[src/rtl/hs_ctrl_pkg.sv]
// Shared handshake-control types: FSM encoding and a one-hot helper.
// Latency: n/a (types and pure functions only).
// Backpressure: n/a.
package hs_ctrl_pkg;

    localparam int MAX_NREQ = 8;

    typedef enum logic [1:0] {
        IDLE    = 2'd0,
        LAUNCH  = 2'd1,
        WAIT_LO = 2'd2,
        WAIT_HI = 2'd3
    } hs_state_e;

    // Bits at or above nreq are always zero, so callers can slice [nreq-1:0].
    function automatic logic [MAX_NREQ-1:0] onehot(input int id, input int nreq);
        logic [MAX_NREQ-1:0] oh;
        oh = '0;
        for (int i = 0; i < MAX_NREQ; i++) begin
            oh[i] = (i < nreq) && (i == id);
        end
        return oh;
    endfunction

endpackage

[src/rtl/rr_picker.sv]
// Round-robin picker: rotate eligibles by ptr, priority-encode, rotate back.
// Latency: combinational pick; ptr updates on the clock edge that consumes the pick.
// Backpressure: ptr only moves when adv is asserted with a valid pick.
module rr_picker
    import hs_ctrl_pkg::*;
#(
    parameter int N   = 4,
    parameter int IDW = 3
) (
    input  logic           sclk,
    input  logic           rst_n,
    input  logic [N-1:0]   elig,
    input  logic           adv,
    output logic           vld,
    output logic [IDW-1:0] win_id,
    output logic [N-1:0]   win_oh
);

    localparam logic [IDW:0] N_V = (IDW + 1)'(N);

    logic [IDW-1:0]      ptr;
    logic [2*N-1:0]      dbl;
    logic [N-1:0]        rot;
    logic [IDW-1:0]      off;
    logic [IDW:0]        sum;
    logic [MAX_NREQ-1:0] oh_full;

    always_comb begin
        dbl     = {elig, elig} >> ptr;
        rot     = dbl[N-1:0];
        off     = '0;
        for (int i = N - 1; i >= 0; i--) begin
            if (rot[i]) off = IDW'(i);
        end
        // Rotate back: ptr + offset, folded into 0..N-1.
        sum     = {1'b0, ptr} + {1'b0, off};
        if (sum >= N_V) sum = sum - N_V;
        win_id  = sum[IDW-1:0];
        vld     = |elig;
        oh_full = onehot(int'(win_id), N);
        win_oh  = vld ? oh_full[N-1:0] : '0;
    end

    always_ff @(posedge sclk or negedge rst_n) begin
        if (!rst_n) begin
            ptr <= '0;
        end else if (adv && vld) begin
            ptr <= (win_id == IDW'(N - 1)) ? '0 : win_id + 1'b1;
        end
    end

endmodule

[src/rtl/hs_rr_scheduler.sv]
// Round-robin front end sharing one sclk->dclk handshake synchronizer among NREQ requesters.
// Latency: 1 sclk from eligible req (with sidle=1) to registered sready/grant/din.
// Backpressure: holds in IDLE while sidle=0; one word in flight until sidle returns high.
module hs_rr_scheduler
    import hs_ctrl_pkg::*;
#(
    parameter int NREQ  = 4,
    parameter int WIDTH = 8,
    parameter int IDW   = 3
) (
    input  logic                  sclk,
    input  logic                  rst_n,
    input  logic [NREQ-1:0]       req,
    input  logic [NREQ*WIDTH-1:0] req_data,
    input  logic [NREQ-1:0]       req_en,
    input  logic                  sidle,
    output logic                  sready,
    output logic [WIDTH-1:0]      din,
    output logic [NREQ-1:0]       grant,
    output logic                  done,
    output logic [IDW-1:0]        done_id,
    output logic                  busy
);

    hs_state_e        state, state_nxt;
    logic             launch;
    logic             finish;
    logic             pick_vld;
    logic [IDW-1:0]   pick_id;
    logic [NREQ-1:0]  pick_oh;
    logic [WIDTH-1:0] pick_word;
    logic [IDW-1:0]   wid;

    rr_picker #(
        .N   (NREQ),
        .IDW (IDW)
    ) u_picker (
        .sclk   (sclk),
        .rst_n  (rst_n),
        .elig   (req & req_en),
        .adv    (launch),
        .vld    (pick_vld),
        .win_id (pick_id),
        .win_oh (pick_oh)
    );

    always_comb begin
        pick_word = '0;
        for (int i = 0; i < NREQ; i++) begin
            if (pick_id == IDW'(i)) pick_word = req_data[i*WIDTH +: WIDTH];
        end
    end

    always_ff @(posedge sclk or negedge rst_n) begin
        if (!rst_n) state <= IDLE;
        else        state <= state_nxt;
    end

    always_comb begin
        state_nxt = state;
        launch    = 1'b0;
        finish    = 1'b0;
        case (state)
            IDLE: begin
                if (pick_vld && sidle) begin
                    launch    = 1'b1;
                    state_nxt = LAUNCH;
                end
            end
            LAUNCH:  state_nxt = WAIT_LO;
            // A high sidle here is the synchronizer not having seen the launch yet.
            WAIT_LO: if (!sidle) state_nxt = WAIT_HI;
            WAIT_HI: begin
                if (sidle) begin
                    finish    = 1'b1;
                    state_nxt = IDLE;
                end
            end
            default: state_nxt = IDLE;
        endcase
    end

    // done registers on the return to IDLE, so a relaunch lands one cycle after it.
    always_ff @(posedge sclk or negedge rst_n) begin
        if (!rst_n) begin
            sready  <= 1'b0;
            din     <= '0;
            grant   <= '0;
            done    <= 1'b0;
            done_id <= '0;
            wid     <= '0;
        end else begin
            sready  <= launch;
            grant   <= launch ? pick_oh : '0;
            done    <= finish;
            done_id <= finish ? wid : '0;
            if (launch) begin
                din <= pick_word;
                wid <= pick_id;
            end
        end
    end

    assign busy = (state != IDLE);

endmodule

[config.mk]
export PLATFORM = sky130hd
export DESIGN_NAME = hs_rr_scheduler
export DESIGN_NICKNAME = d
export VERILOG_FILES = /design/src/rtl/hs_ctrl_pkg.sv /design/src/rtl/rr_picker.sv /design/src/rtl/hs_rr_scheduler.sv
export SDC_FILE = /design/constraint.sdc
export NUM_CORES = 1
export LEC_CHECK = 0
export ABC_AREA = 1
export BUFFER_PORTS_ARGS = -buffer_cell sky130_fd_sc_hd__clkbuf_2
export CAP_MARGIN = 20
export CORE_UTILIZATION = 30
export DETAILED_ROUTE_END_ITERATION = 6
export SYNTH_ARGS = -nofsm -noshare
export SYNTH_HDL_FRONTEND = slang
export SYNTH_SLANG_ARGS = --single-unit
[constraint.sdc]
create_clock -name sclk -period 4.27 [get_ports sclk]
set_input_delay 0.2135 -clock sclk [delete_from_list [all_inputs] [get_ports sclk]]
set_output_delay 0.2135 -clock sclk [all_outputs]
set_load 0.01 [all_outputs]
After elaboration in Yosys (flattened, before gate mapping)

Cells that the tools add are included.
W data, S select, Z words.

Register bits: 25
Input port bits: 43
Output and inout bits: 18
Word-level logic and storage cells: 55

$add $sub $neg: 3
Order comparisons: 1
Equal/unequal tests: 12
Shift operators: 1
Multiplexer cells: 21
Bitwise gates (word level): 1
Reductions and logical operators: 8

Operators by type and width:

| kind                  | number |
|---|---|
| $mux W8               | 4 |
| $mux W3               | 6 |
| $mux W2               | 4 |
| $mux W4               | 2 |
| $pmux W2 S4           | 1 |
| $shr A8 B3 Y4         | 1 |
| $eq A3 B2 Y1 const B  | 2 |
| $eq A3 B3 Y1 const A  | 2 |
| $logic_not A3 Y1      | 2 |
| $ne A2 B2 Y1 const B  | 3 |
| $add A3 B3 Y4         | 1 |
| $and A4 B4 Y4         | 1 |
| $eq A2 B2 Y1 const B  | 2 |
| $ge A4 B3 Y1 const B  | 1 |
| $mux W1               | 4 |
| $reduce_or A4 Y1      | 1 |
| $add A3 B1 Y3 const B | 1 |
| $eq A2 B3 Y1 const A  | 1 |
| $eq A3 B1 Y1 const B  | 1 |
| $reduce_and A3 Y1     | 1 |
| $sub A3 B3 Y3 const B | 1 |
| $eq A2 B1 Y1 const B  | 1 |
| $logic_and A1 B1 Y1   | 2 |
| $logic_not A2 Y1      | 1 |
| $reduce_bool A2 Y1    | 1 |

Longest topological paths before layout

Gate-level depths: netlist of the first run.

Depth in word-level cells: 14
Gate-level depth with buffers: 20
Depth with buffers taken out: 18

Modules after synthesis

From an unflattened synthesis of the first run, not the netlist that was laid out.

Cell total of the unflattened synthesis: 235
Area total of the unflattened synthesis: 1680.4 um^2

Modules (own cells, without submodules):

| module          | instances | cells an instance | area each (um^2) | seq. area each (um^2) |
|---|---|---|---|---|
| hs_rr_scheduler | 1         | 161               | 1231.2           | 550.5 |
| rr_picker       | 1         | 74                | 449.2            | 75.1 |

Least setup slack after synthesis of the first run

OpenSTA, ideal clock, no wires.

Path type: reg2reg
Start point: register u_picker.ptr[1]
End point: register din[7]
Library setup time: 0.065 ns
Arrival: 2.589 ns
Required time: 4.205 ns
Path slack: 1.616 ns
Stages on the path, launching flop included: 21
Buffers on the path: 2
Clock period less this slack: 2.654 ns
Cell sequence: dfrtp_1 inv_1 nor2_1 nand3_1 nand2_1 inv_1 nand2_1 a21oi_1 ha_1 fa_1 inv_1 ha_1 buf_2 buf_2 nor2_1 nand3_1 nand2_1 nand2_1 nand2_1 nand2_1 nand2_1

Word-level cells in the longest chain between the ends: 13
Elaborated cells on any way between the ends: 17
Classes of those cells: add/sub: 2; order compare: 1; eq/ne: 3; shift: 1; mux: 9; reduce/logical: 1

RTL lines:

| item                                          | RTL line              | RTL |
|---|---|---|
| from (decl)                                   | rr_picker.sv:21       | `logic [IDW-1:0] ptr;` |
| from (signal assigned)                        | rr_picker.sv:48       | `ptr <= (win_id == IDW'(N - 1)) ? '0 : win_id + 1'b1;` |
| $shr A8 B3 Y4                                 | rr_picker.sv:29       | `dbl = {elig, elig} >> ptr;` |
| $mux W2                                       | rr_picker.sv:33       | `if (rot[i]) off = IDW'(i);` |
| $mux W3 (3 in a row)                          | rr_picker.sv:33       |  |
| $add A3 B3 Y4 *                               | rr_picker.sv:36       | `sum = {1'b0, ptr} + {1'b0, off};` |
| $ge A4 B3 Y1 or $sub A3 B3 Y3 (tied branches) | rr_picker.sv:37       | `if (sum >= N_V) sum = sum - N_V;` |
| $mux W3 *                                     | rr_picker.sv:37       |  |
| net pick_id[1]                                | hs_rr_scheduler.sv:29 | `logic [IDW-1:0] pick_id;` |
| $logic_not A3 Y1                              | hs_rr_scheduler.sv:50 | `if (pick_id == IDW'(i)) pick_word = req_data[i*WIDTH +: WIDTH];` |
| $mux W8 (3 in a row)                          | hs_rr_scheduler.sv:50 |  |
| $mux W8 *                                     | hs_rr_scheduler.sv:50 |  |
| to (signal assigned)                          | hs_rr_scheduler.sv:98 | `din <= pick_word;` |
| to (decl)                                     | hs_rr_scheduler.sv:18 | `output logic [WIDTH-1:0] din,` |

Mark *: on every way through the listed nets, which the timed path passes. The rest lies on a longest branch.
A chain may end at the register's enable or synchronous reset.

Final worst setup path of the first run

Start point: register u_picker.ptr[1]
End point: register din[1]

Same word-level chain as after synthesis.

==> results of run 1 <==
layout make-up:
class	instances	area [sq um]	area share
Clock buffer	4	45.04	0.02149
Timing Repair Buffer	61	310.3	0.1481
Inverter	32	120.1	0.05731
Sequential cell	25	625.6	0.2985
Multi-Input combinational cell	186	904.6	0.4316
Tap cell	72	90.09	0.04299
flip-flops by register name, indices dropped and copies added (netlist names):
register      count
din               8
grant             4
u_picker.ptr      3
wid               3
done_id           3
done              1
sready            1
state             2
cells by family (layout without fill, tap and decap cells):
family	count (synthesis)	count (layout)
compound gates	10	10
fa+ha+maj	11	11
buf+inv	43	97
flops	25	25
mux	1	1
simple gates	164	164
worst max-delay path, stage by stage (launching register included):
cell and delay (ns):
dfrtp_1 0.47, inv_1 0.15, nor2_1 0.16, nand3_1 0.09, nand2_1 0.09, inv_1 0.04
nand2_1 0.06, a21oi_1 0.06, ha_1 0.21, fa_1 0.51, inv_1 0.12, ha_1 0.48
nor2_1 0.11, nand3_1 0.10, nand2_1 0.08, nand2_1 0.06, nand2_1 0.07, nand2_1 0.06
nand2_1 0.05
worst paths after layout:
kind / startpoint / to / slack [ns]
max reg2reg: u_picker.ptr[1]$_DFFE_PN0P_ / din[1]$_DFFE_PN0P_ / 1.21
min in group asynchronous: rst_n / grant[1]$_DFF_PN0_ / 0.50
min reg2reg: din[5]$_DFFE_PN0P_ / din[5]$_DFFE_PN0P_ / 0.49
min: req_data[30] / din[6]$_DFFE_PN0P_ / 0.27
max in group asynchronous: rst_n / wid[2]$_DFFE_PN0P_ / 3.35
max: u_picker.ptr[1]$_DFFE_PN0P_ / din[1]$_DFFE_PN0P_ / 1.21
routing by layer:
metal	track usage	vias up
li1	-	884
met5	0	-
met2	0.2637	37
met3	0.01294	7
met1	0.1769	747
met4	0.05660	0
stage by stage:
step	worst slack [ns]	total power, mW	std cells
final	1.209	1.795	380
after global routing	0.8115	2.058	380
after CTS	1.216	1.812	380
after detailed placement	1.229	1.661	375
after global placement	1.254	1.653	375
after floorplan	1.616	1.406	254
power by group through the flow:
stage	registers [mW]	logic, mW	clock network, mW
6_report	0.360	1.29	0.143
5_1_grt	0.373	1.53	0.158
4_1_cts	0.361	1.30	0.150
3_5_place_dp	0.365	1.30	0
3_3_place_gp	0.367	1.29	0
2_1_floorplan	0.381	1.03	0
Yosys cell counts, drive strengths merged:
| library cell | count | area, sq um |
|---|---|---|
| a21oi | 1 | 5.000 |
| buf | 9 | 66.31 |
| clkbuf | 2 | 7.510 |
| dfrtp | 25 | 625.6 |
| fa | 1 | 20.02 |
| ha | 10 | 125.1 |
| inv | 32 | 120.1 |
| mux2i | 1 | 10.01 |
| nand2 | 94 | 360.3 |
| nand3 | 33 | 195.2 |
| nand4 | 2 | 12.51 |
| nor2 | 35 | 131.4 |
| o21ai | 9 | 45.04 |
==> flow_summary.toml, run 1 <==
[outcome]
outcome = "finished, final reports clean"

[timing]
final.period_utilization = 0.7169
finalHoldViolCount = 0
final.setup_skew_ns = 0.005790
holdWs_ns = 0.2720
drv_slew = 0
setup_violations = 0
tightestPinTransition_ns = 1.009
max_freq_mhz = 326.7
fin_crit_ns = 3.061
tns_ns = 0
relSlewSlack = 0.3256
rsz0062_at_grt = "no"

[clock_network]
clockBufferDepth = 2
htreeDepth = 1
cts_resized = 0
cts_root_buffer = "clkbuf_8"
tritoncts = "yes"
clk_pin_slew_ns = 0.09
cts_buffers = 3
clkSinkCount = 25
hold_buffers = 1
clk_latency_ns = 0.27
cts_setup_buffers = 0

[min_path]
hold_class = "in2reg"
hold_depth = 5

[worst_setup_path]
start_kind = "flip-flop"
worst_r2r_path_depth = 18
cp_max_fo = 17
cp-end-kind = "flip-flop"
cp.arrival_ns = 3.23
critPathKind = "reg2reg"
crit_required_ns = 4.44

[pwr]
peakVddDrop_mv = 0.3146
seqPwrFrac = 0.201
power_density_nw_per_um2 = 856.7
p_clk_frac = 0.080
switching_share = 0.5321
p_int_mw = 0.8401
p_leak_nw = 1.302
pwr-share-comb = 0.720
p_sw_mw = 0.9552

[yosys]
synthAdderAreaFrac = 0.08418
syn_inst = 254
avgSynthCellArea_sq_um = 6.788
synth_top_family_by_area = "simple AND/OR/NAND/NOR gates"
yosys_warnings = 0
synth-compound-area-share = 0.02903
yosysSeqAreaShare = 0.3628
ys_seq_elements = 25
synth_mux_area_frac = 0.005806
yosys.area_share.xor_xnor = 0
syn_nets = 308
netlist_area_sq_um = 1724
synthSimpleGateAreaFrac = 0.4057
yosysUniqueCellTypes = 17

[place]
gp_congestion = 0.7317
placed_area_sq_um = 2041
portBuffers = 60
hpwlAfterDp_mm = 3.198

[die]
coreArea_sq_um = 5507
rows = 27
num_io_pins = 61
dieWidth_um = 77.81
die_y_um = 77.81
initial_core_util = 0.3131
die_area_sq_um = 6054

[global_routing]
grt_pass1_vias = 1623
grt_usage = 0.1457
grt_max_degree = 31
grt.overflow.total = 0
grt_first_pass_wirelength_mm = 7.079
antenna_found_initial = 0

[routing]
drc = 0
vias_per_cell = 4.408
drtIter0Drc = 76
drtPass1Iterations = 4
highest_layer = "met4"
avgRoutedWirePerCell_um = 10.83
met3_length_um = 160
vias = 1675
wl_met1_mm = 1.843
dr_wl_met2_mm = 2.036
wl_mm = 4.116
antenna_left = 0

[final_layout]
antenna_cells = 0
fill_cells = 589
final_common_cell = "nand2_1"
final_cell_mix = "nand2_1, clkbuf_2, nor2_1, inv_1, nand3_1"
final_layout_size_suffix_gt1_frac = 0.2338
final_core_util = 0.3806
design_area_sq_um = 2096
areaGrowthSynthToFinish_pct = 21.55
nets = 363

[flow_run]
cap_violations = 0
Note: power is estimated with default switching activity, not from simulation.
==> run 2: changes to the inputs <==
- ABC_AREA: 1 -> 0
- clock period: 4.27 -> 2.5 ns (I/O delays scaled with it)
==> run 2 against run 1 <==
Die area decreased by 14%. Largest cell class unchanged. Hold slack worse by 0.10 ns. The run now ends with setup timing left. Synthesized cell count down 41%. Largest power group unchanged. Setup slack worse by 1.5 ns. Non-clock buffer count rose by 25.
==> flow_summary.toml, run 2 <==
[outcome]
outcome = "finished with violations"
violations = "setup timing"

[yosys]
synth.area.top_cells = "dfrtp_1, ha_1, o31ai_1, a22o_1, nand2_1"
yosys_warnings = 0
yosysTopAreaCellShare = 0.4223
avgSynthCellArea_sq_um = 9.942
syn_inst = 149
async_flop_share = 1.000
netlist_area_sq_um = 1481
yosys.area.top_type = "dfrtp_1"
yosysSeqAreaShare = 0.4223
yosysUniqueCellTypes = 33
synth_edf_count = 0
synthTopCellsByCount = "dfrtp_1, nand2_1, o31ai_1, ha_1"
synth_flop_cell = "dfrtp_1"
ys_seq_elements = 25
synth_most_common_cell = "dfrtp_1"
syn_nets = 203

[final_layout]
largest_register = "din"
final_layout_size_suffix_gt1_frac = 0.5217
design_area_sq_um = 2295
seqCellArea_sq_um = 626.9
fill_cells = 443
nets = 285
final_common_cell = "clkbuf_2"
reg_top3 = "din (8), grant (4)"
antenna_cells = 0
final_cell_mix = "clkbuf_2, dfrtp_1, nand2_1, buf_4"
largest_reg_flops = 8
areaGrowthSynthToFinish_pct = 54.90
stdcell_count = 297
multi_input_comb_area_sq_um = 944.7

[worst_setup_path]
cp-end-kind = "flip-flop"
critPathKind = "reg2reg"
crit_required_ns = 2.67
cp.arrival_ns = 3.00
cp_max_fo = 8
start_kind = "flip-flop"

[pwr]
pwr-share-comb = 0.708
p_sw_mw = 1.185
seqPwrFrac = 0.209
peakVddDrop_mv = 0.6106
p_clk_frac = 0.083
p_int_mw = 1.727
p_leak_nw = 1.137
switching_share = 0.4071
power_density_nw_per_um2 = 1269

[routing]
avgRoutedWirePerCell_um = 12.41
antenna_left = 0
drtPass1Iterations = 4
vias = 1428
wl_mm = 3.685
vias_per_cell = 4.808
drc = 0
drtIter0Drc = 23

[die]
coreArea_sq_um = 4723
initial_core_util = 0.3136
rows = 25
num_io_pins = 61
die_area_sq_um = 5223
dieWidth_um = 72.27
die_y_um = 72.27

[place]
gp_congestion = 0.7717
place_inst = 287
hpwlAfterDp_mm = 2.704
portBuffers = 60
placed_area_sq_um = 2074

[timing]
drv_slew = 0
rsz0062_at_grt = "yes"
setup_violations = 10
finalHoldViolCount = 0
relSlewSlack = 0.5735
final.period_utilization = 1.132
max_freq_mhz = 353.4
fin_crit_ns = 2.830
final.setup_skew_ns = 0.008013
tightestPinTransition_ns = 0.6398
tns_ns = -2.526
worst_slack_ns = -0.3297

[global_routing]
grt_first_pass_wirelength_mm = 6.251
grt_pass1_vias = 1444
grtUsageMet3 = 0.03056
grt.overflow.total = 0
grt_usage = 0.1507
grt_util_met2 = 0.2856
antenna_found_initial = 0
grt_use_met1 = 0.1766
grt.busiest_layer = "met2"
grt_max_degree = 26

[clock_network]
tritoncts = "yes"
clkSinkCount = 25
clk_latency_ns = 0.27
cts_root_buffer = "clkbuf_8"
clk_pin_slew_ns = 0.09
clockBufferDepth = 2
htreeDepth = 1
cts_buffers = 3

[min_path]
hold_class = "in2reg"

[flow_run]
cap_violations = 0
-- run 2: cell count changes after synthesis, sizes merged, moves of 8 or more --
cell    before  now
inv         32    8
a221oi       0    8
nor2b        0   10
nor2        35    2
nand2       94   20
a22o         0    9
o31ai        0   11
nand3       33    4
-- run 2: per-stage QoR --
step	hold slack [ns]	total power, mW	utilization	setup slack (ns)
6_report	0.1704	2.912	0.4858	-0.3297
5_1_grt	0.1917	3.164	0.4858	-0.4384
4_1_cts	0.1653	2.893	0.4784	-0.2773
3_5_place_dp	0.1771	2.358	0.4392	-0.7712
3_3_place_gp	0.1670	2.324	0.4392	-0.7229
2_1_floorplan	-0.1706	1.822	-	-0.2805
-- run 2: area by class of cell --
type	count	share of cell area
clock buffer	3	0.01799
sequential	25	0.2732
multi-input combinational	107	0.4117
inverter	8	0.01309
clock inverter	1	0.002181
tap	67	0.03653
timing repair buffer	86	0.2454
-- run 2: path summary, 6_finish.rpt --
kind                                                   from                     endpoint  slack, ns  cells past startpoint
worst min register to register           wid[0]$_DFFE_PN0P_           wid[0]$_DFFE_PN0P_       0.48                      2
min in group asynchronous                             rst_n         state[0]$_DFFE_PN0P_       0.40                      2
worst max register to register  u_picker.ptr[0]$_DFFE_PN0P_           din[1]$_DFFE_PN0P_      -0.33                     14
worst max-delay path            u_picker.ptr[0]$_DFFE_PN0P_           din[1]$_DFFE_PN0P_      -0.33                     14
max in group asynchronous                             rst_n  u_picker.ptr[0]$_DFFE_PN0P_       1.65                      2
worst min-delay path                                  sidle               done$_DFF_PN0_       0.17                      2
-- run 2: power by group through the flow --
stage	sequential [mW]	combinational (mW)	clock, mW
after floorplan	0.635	1.19	0
after global placement	0.611	1.71	0
after detailed placement	0.611	1.75	0
after CTS	0.608	2.03	0.251
after global routing	0.626	2.27	0.266
final	0.609	2.06	0.242
-- run 2: what timing repair did --
action / in CTS / in global routing
pin swaps: 13 / 4
hold endpoints to repair: 25 / 0
hold buffers: 1 / 0
resized for setup: 21 / 3
setup endpoints to repair: 10 / 11
buffers inserted: 3 / 3
-- run 2: kinds of logic after synthesis --
family	count (synthesis)	share of synthesized area
AOI/OAI and AO/OA	46	0.2449
and+or+nand+nor	49	0.1706
muxes	1	0.01013
DFF	25	0.4223
buffers and inverters	17	0.05406
adders and majority gates	11	0.09797
-- run 2: critical path, cell delays in order (launching register included) --
cell and delay [ns]:
dfrtp_2 0.47, buf_6 0.14, nand3_2 0.07, o21a_1 0.13, nor2_1 0.06, o2bb2ai_2 0.12, ha_2 0.18, fa_1 0.54
inv_2 0.08, ha_4 0.16, nor2b_4 0.12, buf_12 0.13, a221oi_2 0.23, o31ai_1 0.10, a22o_1 0.19
-- run 2: layer usage --
| metal | vias to the layer above | wire length [um] |
|---|---|---|
| met1 | 672 | 1646 |
| met3 | 0 | 159 |
| met5 | - | 0 |
| met4 | 0 | 0 |
| li1 | 712 | - |
| met2 | 44 | 1879 |
==> run 3: changes to the inputs <==
- SKIP_LAST_GASP: not set -> 1
==> run 3 against run 2 <==
The run still ends with setup timing left. Largest power group unchanged. Wire length shrank 0.62%. Via count is essentially flat. Global-route usage shrank 0.18 points.
==> flow_summary.toml, run 3 (synthesized netlist as in run 2, its figures left out) <==
[outcome]
outcome = "finished with violations"
violations = "setup timing"

[pwr]
p_int_mw = 1.724
seqPwrFrac = 0.209
p_sw_mw = 1.181
peakVddDrop_mv = 0.5647
pwr-share-comb = 0.709
p_clk_frac = 0.082
p_leak_nw = 1.136
power_density_nw_per_um2 = 1267
switching_share = 0.4064

[worst_setup_path]
cp.arrival_ns = 2.97
reg2reg_from = "u_picker.ptr[0]$_DFFE_PN0P_"
r2r-end = "din[1]$_DFFE_PN0P_"
cp_max_fo = 8
cp_slowest_cell = "fa_1"
worst_r2r_path_depth = 14
start_kind = "flip-flop"
critPathKind = "reg2reg"
cp_cell_sequence = "buf_6 > nand3_2 > o21a_1 > nor2_1 > o2bb2ai_2 > ha_2 > fa_1 > inv_2 > ha_4 > nor2b_4 > buf_12 > a221oi_2 > o31ai_1 > a22o_1"
max_stage_delay_ns = 0.52
reg2reg_slack_ns = -0.31
critPathLaunch = "u_picker.ptr[0]$_DFFE_PN0P_"
cp-end-kind = "flip-flop"
crit_required_ns = 2.66

[routing]
drtIter0Drc = 26
antenna_left = 0
vias = 1429
drtPass1Iterations = 4
avgRoutedWirePerCell_um = 12.33
vias_per_cell = 4.811
wl_mm = 3.662
drc = 0

[final_layout]
stdcell_count = 297
largest_register = "din"
final_layout_size_suffix_gt1_frac = 0.5217
antenna_cells = 0
areaGrowthSynthToFinish_pct = 54.73
reg_top3 = "din (8), grant (4)"
nets = 285
final_cell_mix = "clkbuf_2, dfrtp_1, nand2_1, buf_4"
final_common_cell = "clkbuf_2"
largest_reg_flops = 8

[timing]
worst_slack_ns = -0.3082
max_freq_mhz = 356.1
drv_slew = 0
holdWs_ns = 0.1730
tightestPinTransition_ns = 0.6411
setup_violations = 10
finalHoldViolCount = 0
final.period_utilization = 1.123
fin_crit_ns = 2.808
final.setup_skew_ns = 0.001194
rsz0062_at_grt = "yes"
tns_ns = -2.295
relSlewSlack = 0.5726

[global_routing]
grt_pass1_vias = 1441
antenna_found_initial = 0
grt_first_pass_wirelength_mm = 6.230
grt_usage = 0.1489
grt_max_degree = 26
grt.overflow.total = 0

[min_path]
hp-start = "req_data[26]"
hold_depth = 4
whs_endpoint = "din[2]$_DFFE_PN0P_"
hold_class = "in2reg"

[place]
hpwlAfterDp_mm = 2.704
gp_congestion = 0.7717
portBuffers = 60
place_inst = 287

[clock_network]
htreeDepth = 1
clk_pin_slew_ns = 0.09
cts_buffers = 3
tritoncts = "yes"
clockBufferDepth = 2
clkSinkCount = 25
cts_root_buffer = "clkbuf_8"
clk_latency_ns = 0.26

[die]
die_y_um = 72.27
rows = 25
num_io_pins = 61
die_area_sq_um = 5223
initial_core_util = 0.3136
coreArea_sq_um = 4723
dieWidth_um = 72.27

[flow_run]
cap_violations = 0
run 3: cell counts in the layout (fill, tap and decap cells not counted):
Identical to the previous run, type by type.
run 3: cell type report:
class                      count  area, sq um
clock buffer                   3        41.29
clock inverter                 1        5.005
fill                         445         2431
inverter                       8        30.03
multi-input combinational    107        945.9
sequential                    25        626.9
tap                           67        83.83
timing repair buffer          86        559.3
run 3: per-stage QoR:
stage	power [mW]	setup slack (ns)	cell area, sq um	util
2_1_floorplan	1.822	-0.2805	1564	-
3_3_place_gp	2.324	-0.7229	2074	0.4392
3_5_place_dp	2.358	-0.7712	2074	0.4392
4_1_cts	2.864	-0.2773	2250	0.4763
5_1_grt	3.162	-0.4189	2292	0.4853
6_report	2.905	-0.3082	2292	0.4853
run 3: power groups by stage:
stage | logic (mW) | registers (mW) | clock network [mW]
final | 2.06 | 0.608 | 0.238
after global placement | 1.71 | 0.611 | 0
after detailed placement | 1.75 | 0.611 | 0
after floorplan | 1.19 | 0.635 | 0
after CTS | 2.00 | 0.608 | 0.251
after global routing | 2.28 | 0.625 | 0.261
run 3: routing by layer:
metal | wire length [um] | vias up | part of all wire | global-route usage
li1 | - | 710 | - | -
met1 | 1621 | 674 | 0.44 | 0.1783
met2 | 1878 | 43 | 0.51 | 0.2835
met3 | 157 | 2 | 0.043 | 0.02222
met4 | 4 | 0 | 0.0011 | 0.02397
met5 | 0 | - | 0 | 0
run 3: what timing repair did:
item / CTS / global route
setup endpoints to repair: 10 / 12
hold endpoints to repair: 25 / 0
buffers inserted: 3 / 2
gates resized for setup: 20 / 3
pin swaps: 11 / 4
hold buffers: 1 / 0
run 3: worst max-delay path by stage:
stage	slack (ns)	endpoint	cells after the start
floorplan	-0.28	din[0]$_DFFE_PN0P_	13
global placement	-0.72	din[6]$_DFFE_PN0P_	12
detailed placement	-0.77	din[0]$_DFFE_PN0P_	12
CTS	-0.28	din[1]$_DFFE_PN0P_	12
global route	-0.42	din[6]$_DFFE_PN0P_	12
finish	-0.31	din[1]$_DFFE_PN0P_	14
run 3: critical path: cells and delay by family (launching register included):
family	cells	cell delay (ns)
fa+ha+maj	3	0.86
buf+inv	3	0.36
compound gates	5	0.77
simple gates	3	0.26
flops	1	0.46
